--- src/rtl/ifconv_wb_queue_pkg.sv ---
// Shared types for the int-to-float writeback queue: ptype encoding, result width, queue entry layout.
package ifconv_wb_queue_pkg;

   localparam int RES_W      = 82;
   localparam int DFLT_TAG_W = 9;

   typedef enum logic [1:0] {
      PTYPE_SNGL = 2'd0,
      PTYPE_DBL  = 2'd1,
      PTYPE_EXT  = 2'd2
   } ptype_e;

   typedef struct packed {
      logic [RES_W-1:0]      res;
      logic [1:0]            rtyp;
      logic [DFLT_TAG_W-1:0] tag;
   } wb_entry_t;

   // Flat width of one queue entry for an arbitrary tag width.
   function automatic int entry_w(input int tag_w);
      return RES_W + 2 + tag_w;
   endfunction

endpackage

--- src/rtl/ifconv_wb_fifo.sv ---
// DEPTH x W storage with wrapping pointers and occupancy; 1-cycle write-to-read, no bypass.
// Push when full is dropped unless a pop happens in the same cycle; pop when empty is ignored.
module ifconv_wb_fifo #(
   parameter int DEPTH = 4,
   parameter int W     = 8
) (
   input  logic                     clk,
   input  logic                     rst,
   input  logic                     push,
   input  logic                     pop,
   input  logic [W-1:0]             wdat,
   output logic [W-1:0]             rdat,
   output logic [$clog2(DEPTH):0]   occ,
   output logic                     full,
   output logic                     empty
);

   localparam int AW = $clog2(DEPTH);
   localparam int CW = AW + 1;

   logic [W-1:0]  mem [DEPTH];
   logic [AW-1:0] wr_ptr;
   logic [AW-1:0] rd_ptr;
   logic          do_push;
   logic          do_pop;

   assign full    = (occ == CW'(DEPTH));
   assign empty   = (occ == '0);
   assign do_pop  = pop & ~empty;
   // When full, the write lands on the slot being popped; the read port still shows the old entry this cycle.
   assign do_push = push & (~full | do_pop);
   assign rdat    = empty ? '0 : mem[rd_ptr];

   always_ff @(posedge clk or posedge rst) begin
      if (rst) begin
         wr_ptr <= '0;
         rd_ptr <= '0;
         occ    <= '0;
      end else begin
         if (do_push) wr_ptr <= wr_ptr + 1'b1;
         if (do_pop)  rd_ptr <= rd_ptr + 1'b1;
         occ <= occ + CW'(do_push) - CW'(do_pop);
      end
   end

   always_ff @(posedge clk) begin
      if (do_push) mem[wr_ptr] <= wdat;
   end

endmodule

--- src/rtl/ifconv_wb_queue.sv ---
// Aligns issue tags with the 2-stage converter result and queues results for FP writeback; issue to wb_vld is 2 clkEn edges.
// The converter cannot stall, so issue is throttled by can_issue credits; writeback drains with wb_vld/wb_rdy independent of clkEn.
module ifconv_wb_queue
   import ifconv_wb_queue_pkg::*;
#(
   parameter int DEPTH = 4,
   parameter int TAG_W = DFLT_TAG_W
) (
   input  logic                   clk,
   input  logic                   rst,
   input  logic                   clkEn,
   input  logic                   en_in,
   input  logic [TAG_W-1:0]       tag_in,
   input  logic [RES_W-1:0]       res,
   input  logic [1:0]             rtyp,
   output logic                   can_issue,
   output logic                   wb_vld,
   input  logic                   wb_rdy,
   output logic [RES_W-1:0]       wb_res,
   output logic [1:0]             wb_rtyp,
   output logic [TAG_W-1:0]       wb_tag,
   output logic [$clog2(DEPTH):0] occ,
   output logic                   ovf
);

   localparam int CW = $clog2(DEPTH) + 1;
   localparam int EW = entry_w(TAG_W);

   logic             v1;
   logic             v2;
   logic [TAG_W-1:0] tag1;
   logic [TAG_W-1:0] tag2;
   logic             push;
   logic             pop;
   logic             full;
   logic             empty;
   logic [EW-1:0]    wdat;
   logic [EW-1:0]    rdat;
   logic [CW:0]      committed;

   // Delay line mirrors the converter's two register stages, including its stalls.
   always_ff @(posedge clk or posedge rst) begin
      if (rst) begin
         v1   <= 1'b0;
         v2   <= 1'b0;
         tag1 <= '0;
         tag2 <= '0;
      end else if (clkEn) begin
         v1   <= en_in;
         tag1 <= tag_in;
         v2   <= v1;
         tag2 <= tag1;
      end
   end

   assign push = clkEn & v2;
   assign pop  = wb_vld & wb_rdy;
   assign wdat = {res, rtyp, tag2};

   assign {wb_res, wb_rtyp, wb_tag} = rdat;
   assign wb_vld = ~empty;

   // Credits count queued entries plus conversions still inside the converter; one extra bit avoids wrap.
   assign committed = {1'b0, occ} + (CW+1)'(v1) + (CW+1)'(v2);
   assign can_issue = (committed < (CW+1)'(DEPTH));

   always_ff @(posedge clk or posedge rst) begin
      if (rst) begin
         ovf <= 1'b0;
      end else if ((en_in & clkEn & ~can_issue) | (push & full & ~pop)) begin
         ovf <= 1'b1;
      end
   end

   ifconv_wb_fifo #(
      .DEPTH (DEPTH),
      .W     (EW)
   ) u_fifo (
      .clk   (clk),
      .rst   (rst),
      .push  (push),
      .pop   (pop),
      .wdat  (wdat),
      .rdat  (rdat),
      .occ   (occ),
      .full  (full),
      .empty (empty)
   );

endmodule

--- config.mk ---
export PLATFORM = sky130hd
export DESIGN_NAME = ifconv_wb_queue
export DESIGN_NICKNAME = d
export VERILOG_FILES = /design/src/rtl/ifconv_wb_queue_pkg.sv /design/src/rtl/ifconv_wb_fifo.sv /design/src/rtl/ifconv_wb_queue.sv
export SDC_FILE = /design/constraint.sdc
export NUM_CORES = 1
export LEC_CHECK = 0
export BUFFER_PORTS_ARGS = -buffer_cell sky130_fd_sc_hd__buf_2
export CORE_MARGIN = 2
export CORE_UTILIZATION = 52
export CTS_CLUSTER_SIZE = 25
export DETAILED_ROUTE_END_ITERATION = 6
export PLACE_DENSITY = 0.73
export SLEW_MARGIN = 20
export SYNTH_ARGS = -nofsm -noshare
export SYNTH_HDL_FRONTEND = slang
export SYNTH_SLANG_ARGS = --single-unit
--- constraint.sdc ---
create_clock -name clk -period 3.4 [get_ports clk]
set_input_delay 0.17 -clock clk [delete_from_list [all_inputs] [get_ports clk]]
set_output_delay 0.17 -clock clk [all_outputs]
set_load 0.02 [all_outputs]
==> results of run 1 <==
## synth_stat cells (all sizes together)
cell	instances	share of area
edfxtp	372	0.73
and2	98	0.040
mux4	93	0.14
dfrtp	28	0.046
buf	23	0.014
mux2	21	0.015
clkbuf	10	0.0024
ha	8	0.0065
inv	7	0.0017
nand2	3	0.00073
nor2	2	0.00049
or3	2	0.00082
xnor2	2	0.0011
xor2	2	0.0011
a21oi	1	0.00033
a31o	1	0.00057
a41o	1	0.00065
fa	1	0.0013
nand3	1	0.00033
nor4b	1	0.00057
o21bai	1	0.00049
## worst reg2reg max path: stages (launching register included)
cell	delay, ns
dfrtp_1	0.43
nor4b_1	0.18
nor2_1	0.44
and2_4	0.65
buf_4	0.36
## metrics by stage
stage	worst slack (ns)	std cells	power (uW)	hold slack (ns)	instance area [um^2]
CTS	0.5087	1408	15860	0.1859	18960
detailed placement	0.9088	1241	11690	0.3866	16770
finish	0.6016	1410	15660	0.2069	18960
global route	0.4215	1410	16430	0.2184	18960
global placement	0.9157	1241	11640	0.3857	16770
floorplan	0.7708	678	10110	0.2354	15330
## sequential cells by signal, indices dropped and copies added (netlist names)
name           count
ovf                1
u_fifo.occ         3
tag1               9
v2                 1
tag2               9
u_fifo.rd_ptr      2
u_fifo.mem       372
u_fifo.wr_ptr      2
v1                 1
## routing by layer
layer	GRT usage	wire, um
met5	0	0
met3	0.03312	1469
met4	0.06508	761
met2	0.3276	14930
met1	0.2624	12190
## logic make-up after synthesis
family,share of synthesized area
compound gates,0.002041
flops,0.7747
buf+inv,0.01805
fa+ha+maj,0.007839
mux,0.1521
simple gates,0.04295
xor+xnor,0.002287
## worst max path at each step
stage | slack [ns] | startpoint | endpoint | cells after the start
6_report | 0.60 | u_fifo.rd_ptr[0]$_DFFE_PP0P_ | wb_res[68] | 4
5_1_grt | 0.42 | u_fifo.rd_ptr[0]$_DFFE_PP0P_ | wb_res[68] | 4
3_5_place_dp | 0.91 | clkEn | u_fifo.mem[1][59]$_DFFE_PP_ | 5
4_1_cts | 0.51 | u_fifo.rd_ptr[0]$_DFFE_PP0P_ | wb_res[68] | 4
2_1_floorplan | 0.77 | u_fifo.occ[2]$_DFF_PP0_ | u_fifo.mem[0][0]$_DFFE_PP_ | 3
3_3_place_gp | 0.92 | clkEn | u_fifo.mem[1][42]$_DFFE_PP_ | 5
## where the power goes
part	internal, uW	total (uW)	switching, uW
clock	2370	4060	1690
sequential	6010	6320	304
combinational	2330	5280	2950
total	10700	15700	4950
## layout make-up
type	count	area (um^2)	share of cell area
Sequential cell	400	11880	0.6264
Tap cell	384	480.5	0.02533
Inverter	7	26.28	0.001386
Clock inverter	20	118.9	0.006268
Multi-Input combinational cell	238	3187	0.1680
Timing Repair Buffer	308	2162	0.1140
Clock buffer	51	1106	0.05832
Antenna cell	2	5.005	0.0002639
## timing repair
item,4_1_cts,5_1_grt
hold buffers,96,0
setup buffers,0,0
hold endpoints to repair,376,0
==> metrics.yaml, run 1 <==
whs_path_depth: 2
io_pins: 197
slew_headroom: 0.3512
grt_pass1_wl_um: 45610
powerDensity_mw_per_mm2: 825.9
first_global_vias: 8075
cts_resized: 0
slowest_delay_ns: 0.62
cts_sinks: 400
port_buffers: 196
outcome: "finished clean"
ant_nets: 0
wl_per_cell_um: 20.82
drt-total-wl_um: 29360
core_mm2: 0.02886
start_kind: "flop"
grt_max_degree: 96
viasPerCell: 5.424
syn_inst: 678
syn_nets: 785
drt_iter0_drc: 553
n_fill_cell: 1904
hold_end: "ovf$_DFFE_PP0P_"
tritoncts: "built"
finalHoldViolCount: 0
antenna_found_initial: 2
cts_max_level: 2
final_cell_mix: "372 x edfxtp_1, 196 x buf_2, 96 x dlygate4sd3_1"
area_growth_pct: 23.76
cap_violations: 0
nNetsFinal: 1103
cts-root-buf: "clkbuf_16"
ir_drop_uv: 603.4
final_util: 0.6572
yosys_warnings: 0
r2r_cells: 4
fin_skew_ns: 0.01134
crit_family: "buffers and inverters"
crit_required_ns: 3.23
critPathSlowestCell: "dfrtp_4"
hold_start: "clkEn"
setup_viol_count_final: 0
grt_overflow: 0
vias: 7648
power_leakage_uw: 0.006659
clk_pin_slew_worst_paths_ns: 0.06
critPathKind: "reg -> out"
r2r_end: "u_fifo.mem[1][52]$_DFFE_PP_"
fin_crit_sh: 0.8231
numCtsBuffers: 41
crit_arrival_ns: 2.63
place.gp.congestion: 0.7537
worst-path-max-fanout: 23
drive_gt1_frac: 0.3770
tightestPinTransition_ns: 0.9673
layout_commonest_cell: "edfxtp_1"
fp.dieW_um: 175.7
fmax_mhz: 357.3
finalCriticalPeriod_ns: 2.798
tns_ns: 0
synth_seq_cells: 400
dieArea_mm2: 0.03086
syn-cell-area_mm2: 0.01532
end_kind: "output pin"
synth_cell_types: 25
min_path_type: "in -> reg"
die_h_um: 175.7
drtPass1Iterations: 5
r2r_slack_ns: 1.01
initial_core_util: 0.5310
cts_max_path_buffers: 3
track_usage: 0.1947
rsz0062_at_grt: "false"
worstSkewPairLatency_ns: 0.52
syn_avg_cell_area_um2: 22.60
path_cells: "buf_4 -> mux4_2 -> and2_1 -> buf_2"
reg2reg_from: "u_fifo.occ[2]$_DFF_PP0_"
ys_seq_area_frac: 0.7747
drc_errors: 0
row_count: 62
finalMaxSlewViolations: 0
path_buf_inv: 2
dp_hpwl_um: 16780
(Power assumes the default switching activity.)
==> run 2, diff against run 1 <==
--- a/config.mk
+++ b/config.mk
@@ -7,10 +7,10 @@
 export LEC_CHECK = 0
 export BUFFER_PORTS_ARGS = -buffer_cell sky130_fd_sc_hd__buf_2
 export CORE_MARGIN = 2
-export CORE_UTILIZATION = 52
+export CORE_UTILIZATION = 57
 export CTS_CLUSTER_SIZE = 25
 export DETAILED_ROUTE_END_ITERATION = 6
-export PLACE_DENSITY = 0.73
+export PLACE_DENSITY = 0.76
 export SLEW_MARGIN = 20
 export SYNTH_ARGS = -nofsm -noshare
 export SYNTH_HDL_FRONTEND = slang
==> constraint.sdc (replaced) <==
create_clock -name clk -period 2.7 [get_ports clk]
set_input_delay 0.135 -clock clk [delete_from_list [all_inputs] [get_ports clk]]
set_output_delay 0.135 -clock clk [all_outputs]
set_load 0.02 [all_outputs]
==> metrics.yaml, run 2 (synthesis results as in run 1) <==
outcome: "finished clean"
powerDensity_mw_per_mm2: 1036
initial_core_util: 0.5750
antenna_found_initial: 2
crit_required_ns: 2.57
cts_max_level: 2
start_kind: "flop"
ir_drop_uv: 604.2
reg2reg_from: "u_fifo.occ[1]$_DFF_PP0_"
power_leakage_uw: 0.006701
top_regs: "u_fifo.mem x372, tag1 x9, tag2 x9"
slew_headroom: 0.5625
row_count: 60
cts_max_path_buffers: 3
n_fill_cell: 1591
setup_viol_count_final: 0
postLayoutSetupSlackWorst_ns: 0.1378
io_pins: 197
fin_crit_sh: 0.9490
track_usage: 0.2028
drtPass1Iterations: 5
grt_max_degree: 96
r2r_cells: 8
fmax_mhz: 390.3
tns_ns: 0
dieArea_mm2: 0.02821
cp.depth: 4
tightestPinTransition_ns: 0.6555
area_growth_pct: 24.10
layout_commonest_cell: "edfxtp_1"
crit_arrival_ns: 2.43
drive_gt1_frac: 0.3791
path_buf_inv: 2
finalMaxSlewViolations: 0
grt_overflow: 0
fp.dieW_um: 168.0
cap_violations: 0
drc_errors: 0
critPathKind: "reg -> out"
crit_path_start: "u_fifo.rd_ptr[0]$_DFFE_PP0P_"
drt-total-wl_um: 28160
dp_hpwl_um: 16130
path_cells: "buf_12 -> mux4_2 -> and2_1 -> buf_2"
critPathSlowestCell: "dfrtp_4"
rsz0062_at_grt: "false"
port_buffers: 196
viasPerCell: 5.510
clk_pin_slew_worst_paths_ns: 0.06
nNetsFinal: 1107
ant_nets: 0
slowest_delay_ns: 0.69
die_h_um: 168.0
r2r_slack_ns: 0.33
finalHoldViolCount: 0
worstSkewPairLatency_ns: 0.53
worst-path-max-fanout: 29
cts-root-buf: "clkbuf_16"
wl_per_cell_um: 20.58
numCtsBuffers: 40
first_global_vias: 8059
top_register: "u_fifo.mem"
core_mm2: 0.02665
end_kind: "output pin"
drt_iter0_drc: 564
total_power_uw: 19700
grt_pass1_wl_um: 43880
fin_skew_ns: 0.01652
r2r_end: "u_fifo.occ[2]$_DFF_PP0_"
min_path_type: "in -> reg"
vias: 7538
pre_cts_ws_ns: 0.3621
place.gp.congestion: 0.7393
final_cell_mix: "372 x edfxtp_1, 196 x buf_2, 96 x dlygate4sd3_1"
cts_sinks: 400
crit_family: "flip-flops"
crit_path_end: "wb_res[24]"
finalCriticalPeriod_ns: 2.562
largest_reg_flops: 372
tritoncts: "built"
run 2: cell count changes in the layout (fill, tap and decap cells not counted), moves of 2 or more:
cell,previous run,this run
buf_12,8,15
buf_4,8,5
clkbuf_1,8,10
clkbuf_8,0,2
clkinv_1,12,8
clkinv_2,6,3
run 2: cell type report:
class | count | area [um^2] | area share
multi-input cells | 238 | 3187 | 0.1676
well taps | 341 | 426.7 | 0.02244
flip-flops and latches | 400 | 11880 | 0.6247
repair buffers | 313 | 2291 | 0.1205
inverters | 7 | 26.28 | 0.001382
clock buffers | 55 | 1141 | 0.06001
diodes | 1 | 2.502 | 0.0001316
clock inverters | 13 | 62.56 | 0.003290
run 2: through the flow:
stage | hold slack (ns) | cell area (um^2) | util | instances
floorplan | 0.2004 | 15330 | - | 678
global placement | 0.2769 | 16840 | 0.6321 | 1203
detailed placement | 0.2761 | 16840 | 0.6321 | 1203
CTS | 0.07933 | 19010 | 0.7133 | 1367
global route | 0.1348 | 19020 | 0.7135 | 1368
finish | 0.1298 | 19020 | 0.7135 | 1368
run 2: worst min-delay path, stage by stage:
cell and delay (ns):
buf_2 0.11, nand2_1 0.06, nor2_1 0.13, xnor2_1 0.16
run 2: layer usage:
metal	part of all wire	GRT usage	vias to the layer above	wire [um]
li1	-	-	3396	-
met1	0.41	0.2794	3885	11560
met2	0.52	0.3415	209	14770
met3	0.044	0.03573	46	1252
met4	0.020	0.05595	2	558
met5	0.00046	0	-	13
run 2: worst min-delay path by stage:
stage                      from                           end  slack [ns]  depth (start not counted)
final                     clkEn  u_fifo.wr_ptr[0]$_DFFE_PP0P_        0.13                          4
after global routing      clkEn  u_fifo.wr_ptr[0]$_DFFE_PP0P_        0.13                          4
after CTS                 clkEn  u_fifo.wr_ptr[0]$_DFFE_PP0P_        0.08                          4
after detailed placement    rst       u_fifo.occ[2]$_DFF_PP0_        0.28                          2
after global placement      rst       u_fifo.occ[2]$_DFF_PP0_        0.28                          2
after floorplan             rst               ovf$_DFFE_PP0P_        0.20                          1
run 2: what timing repair did:
item | 4_1_cts | 5_1_grt
gates resized for setup | 0 | 1
endpoints found under the hold margin | 366 | 0
setup buffers | 0 | 0
hold buffers | 96 | 0
setup endpoints to repair | 0 | 5
run 2: power breakdown:
part	total (uW)	switching (uW)	leakage, uW	internal, uW
Sequential	7950	382	0.00370	7570
Combinational	6690	3650	0.00241	3030
Clock	5060	2120	0.000589	2940
==> run 3, diff against run 2 <==
--- a/config.mk
+++ b/config.mk
@@ -10,7 +10,7 @@
 export CORE_UTILIZATION = 57
 export CTS_CLUSTER_SIZE = 25
 export DETAILED_ROUTE_END_ITERATION = 6
-export PLACE_DENSITY = 0.76
+export PLACE_DENSITY = 0.79
 export SLEW_MARGIN = 20
 export SYNTH_ARGS = -nofsm -noshare
 export SYNTH_HDL_FRONTEND = slang
==> metrics.yaml, run 3 (synthesis results as in run 1) <==
design_area_mm2: 0.01922
fin_skew_ns: 0.01794
rsz0062_at_grt: "false"
final_cell_mix: "372 x edfxtp_1, 196 x buf_2, 96 x dlygate4sd3_1"
fin_crit_sh: 0.9356
slew_headroom: 0.3879
cts_max_level: 2
first_global_vias: 8248
drive_gt1_frac: 0.3916
row_count: 60
die_h_um: 168.0
min_path_type: "in -> reg"
cts_sinks: 400
worstSkewPairLatency_ns: 0.52
area_growth_pct: 25.43
powerDensity_mw_per_mm2: 1064
fp.dieW_um: 168.0
clk_pin_slew_worst_paths_ns: 0.06
largest_reg_flops: 372
cap_violations: 0
power.switching_uw: 6380
finalCriticalPeriod_ns: 2.526
drt-total-wl_um: 30330
cp.depth: 4
p_clk_frac: 0.270
dieArea_mm2: 0.02821
cts_resized: 0
crit_required_ns: 2.57
wl_per_cell_um: 21.91
core_mm2: 0.02665
nNetsFinal: 1120
drc_errors: 0
port_buffers: 196
grt_pass1_wl_um: 46690
switching_share: 0.3119
viasPerCell: 5.595
setup_viol_count_final: 0
crit_path_start: "u_fifo.occ[1]$_DFF_PP0_"
finalMaxSlewViolations: 0
outcome: "finished clean"
numCtsBuffers: 39
cts_max_path_buffers: 3
p_int_uw: 14080
r2r_cells: 8
drtPass1Iterations: 5
track_usage: 0.2198
power_leakage_uw: 0.006816
slowest_delay_ns: 0.49
dp_hpwl_um: 17160
io_pins: 197
grt_overflow: 0
r2r_slack_ns: 0.34
ant_nets: 0
finalHoldViolCount: 0
layout_commonest_cell: "edfxtp_1"
total_power_uw: 20460
critPathSlowestCell: "or3_2"
path_cells: "or3_2 -> buf_4 -> and2_1 -> buf_2"
crit_family: "simple AND/OR/NAND/NOR gates"
worst-path-max-fanout: 95
place.gp.congestion: 0.7811
top_register: "u_fifo.mem"
seqPwrFrac: 0.384
tritoncts: "built"
dpl_cell_area_mm2: 0.01689
start_kind: "flop"
cts-root-buf: "clkbuf_16"
grt_max_degree: 96
whs_path_depth: 4
p_comb_frac: 0.345
hold_start: "clkEn"
vias: 7743
critPathKind: "reg -> out"
antenna_found_initial: 2
tns_ns: 0
top_regs: "u_fifo.mem x372, tag1 x9, tag2 x9"
initial_core_util: 0.5750
drt_iter0_drc: 583
ir_drop_uv: 1018
reg2reg_from: "u_fifo.occ[1]$_DFF_PP0_"
path_buf_inv: 2
end_kind: "output pin"
crit_arrival_ns: 2.39
tightestPinTransition_ns: 0.9181
fmax_mhz: 395.8
run 3: cell types whose count changed in the layout (fill, tap and decap cells not counted):
cell,previous run,this run
clkbuf_1,10,7
buf_4,5,20
clkinvlp_4,0,1
bufinv_16,0,7
clkinv_2,3,5
buf_6,1,0
clkbuf_8,2,1
clkbuf_16,43,39
run 3: repair_timing:
item,4_1_cts,5_1_grt
hold endpoints to repair,362,0
endpoints found under the setup margin,0,1
buffers inserted,0,8
hold buffers,96,0
run 3: worst register-to-register path, stage by stage (launching register included):
cell     delay [ns]
dfrtp_1        0.46
or3_2          0.49
and2_1         0.20
ha_1           0.27
inv_1          0.06
ha_1           0.14
inv_1          0.06
fa_1           0.40
xor2_1         0.17
run 3: metrics by stage:
| step | cells | util | hold slack, ns | setup slack (ns) |
|---|---|---|---|---|
| floorplan | 678 | - | 0.2004 | 0.07077 |
| global placement | 1209 | 0.6338 | 0.1960 | 0.3907 |
| detailed placement | 1209 | 0.6338 | 0.2046 | 0.3356 |
| CTS | 1375 | 0.7188 | 0.08680 | 0.07861 |
| global route | 1383 | 0.7211 | 0.1253 | 0.03834 |
| finish | 1384 | 0.7212 | 0.1084 | 0.1738 |
run 3: final timing paths:
kind                                                      to
worst max-delay path                              wb_res[37]
worst min-delay path            u_fifo.wr_ptr[0]$_DFFE_PP0P_
worst max register to register       u_fifo.occ[2]$_DFF_PP0_
worst min register to register           tag1[6]$_DFFE_PP0P_
max in group asynchronous                tag1[3]$_DFFE_PP0P_
min in group asynchronous                tag1[0]$_DFFE_PP0P_
run 3: metal layers:
layer,vias up,global-route usage,wire (um)
met4,2,0.06994,718
met3,45,0.03691,1587
li1,3416,-,-
met2,281,0.3823,15890
met1,3999,0.2884,12120
met5,-,0,13
run 3: final cells by class:
cell class	instances	area (um^2)
fill	1493	7431
clock buffer	47	1016
antenna	1	2.502
sequential	400	11880
timing repair buffer	327	2392
clock inverter	23	290.3
multi-input combinational	238	3187
tap	341	426.7
inverter	7	26.28
run 3: power by group through the flow:
stage	Clock [uW]	Sequential (uW)	Combinational (uW)
2_1_floorplan	0	7880	4850
3_3_place_gp	0	7970	6750
3_5_place_dp	0	8020	6830
4_1_cts	5620	7900	6990
5_1_grt	5860	7910	7540
6_report	5530	7860	7060
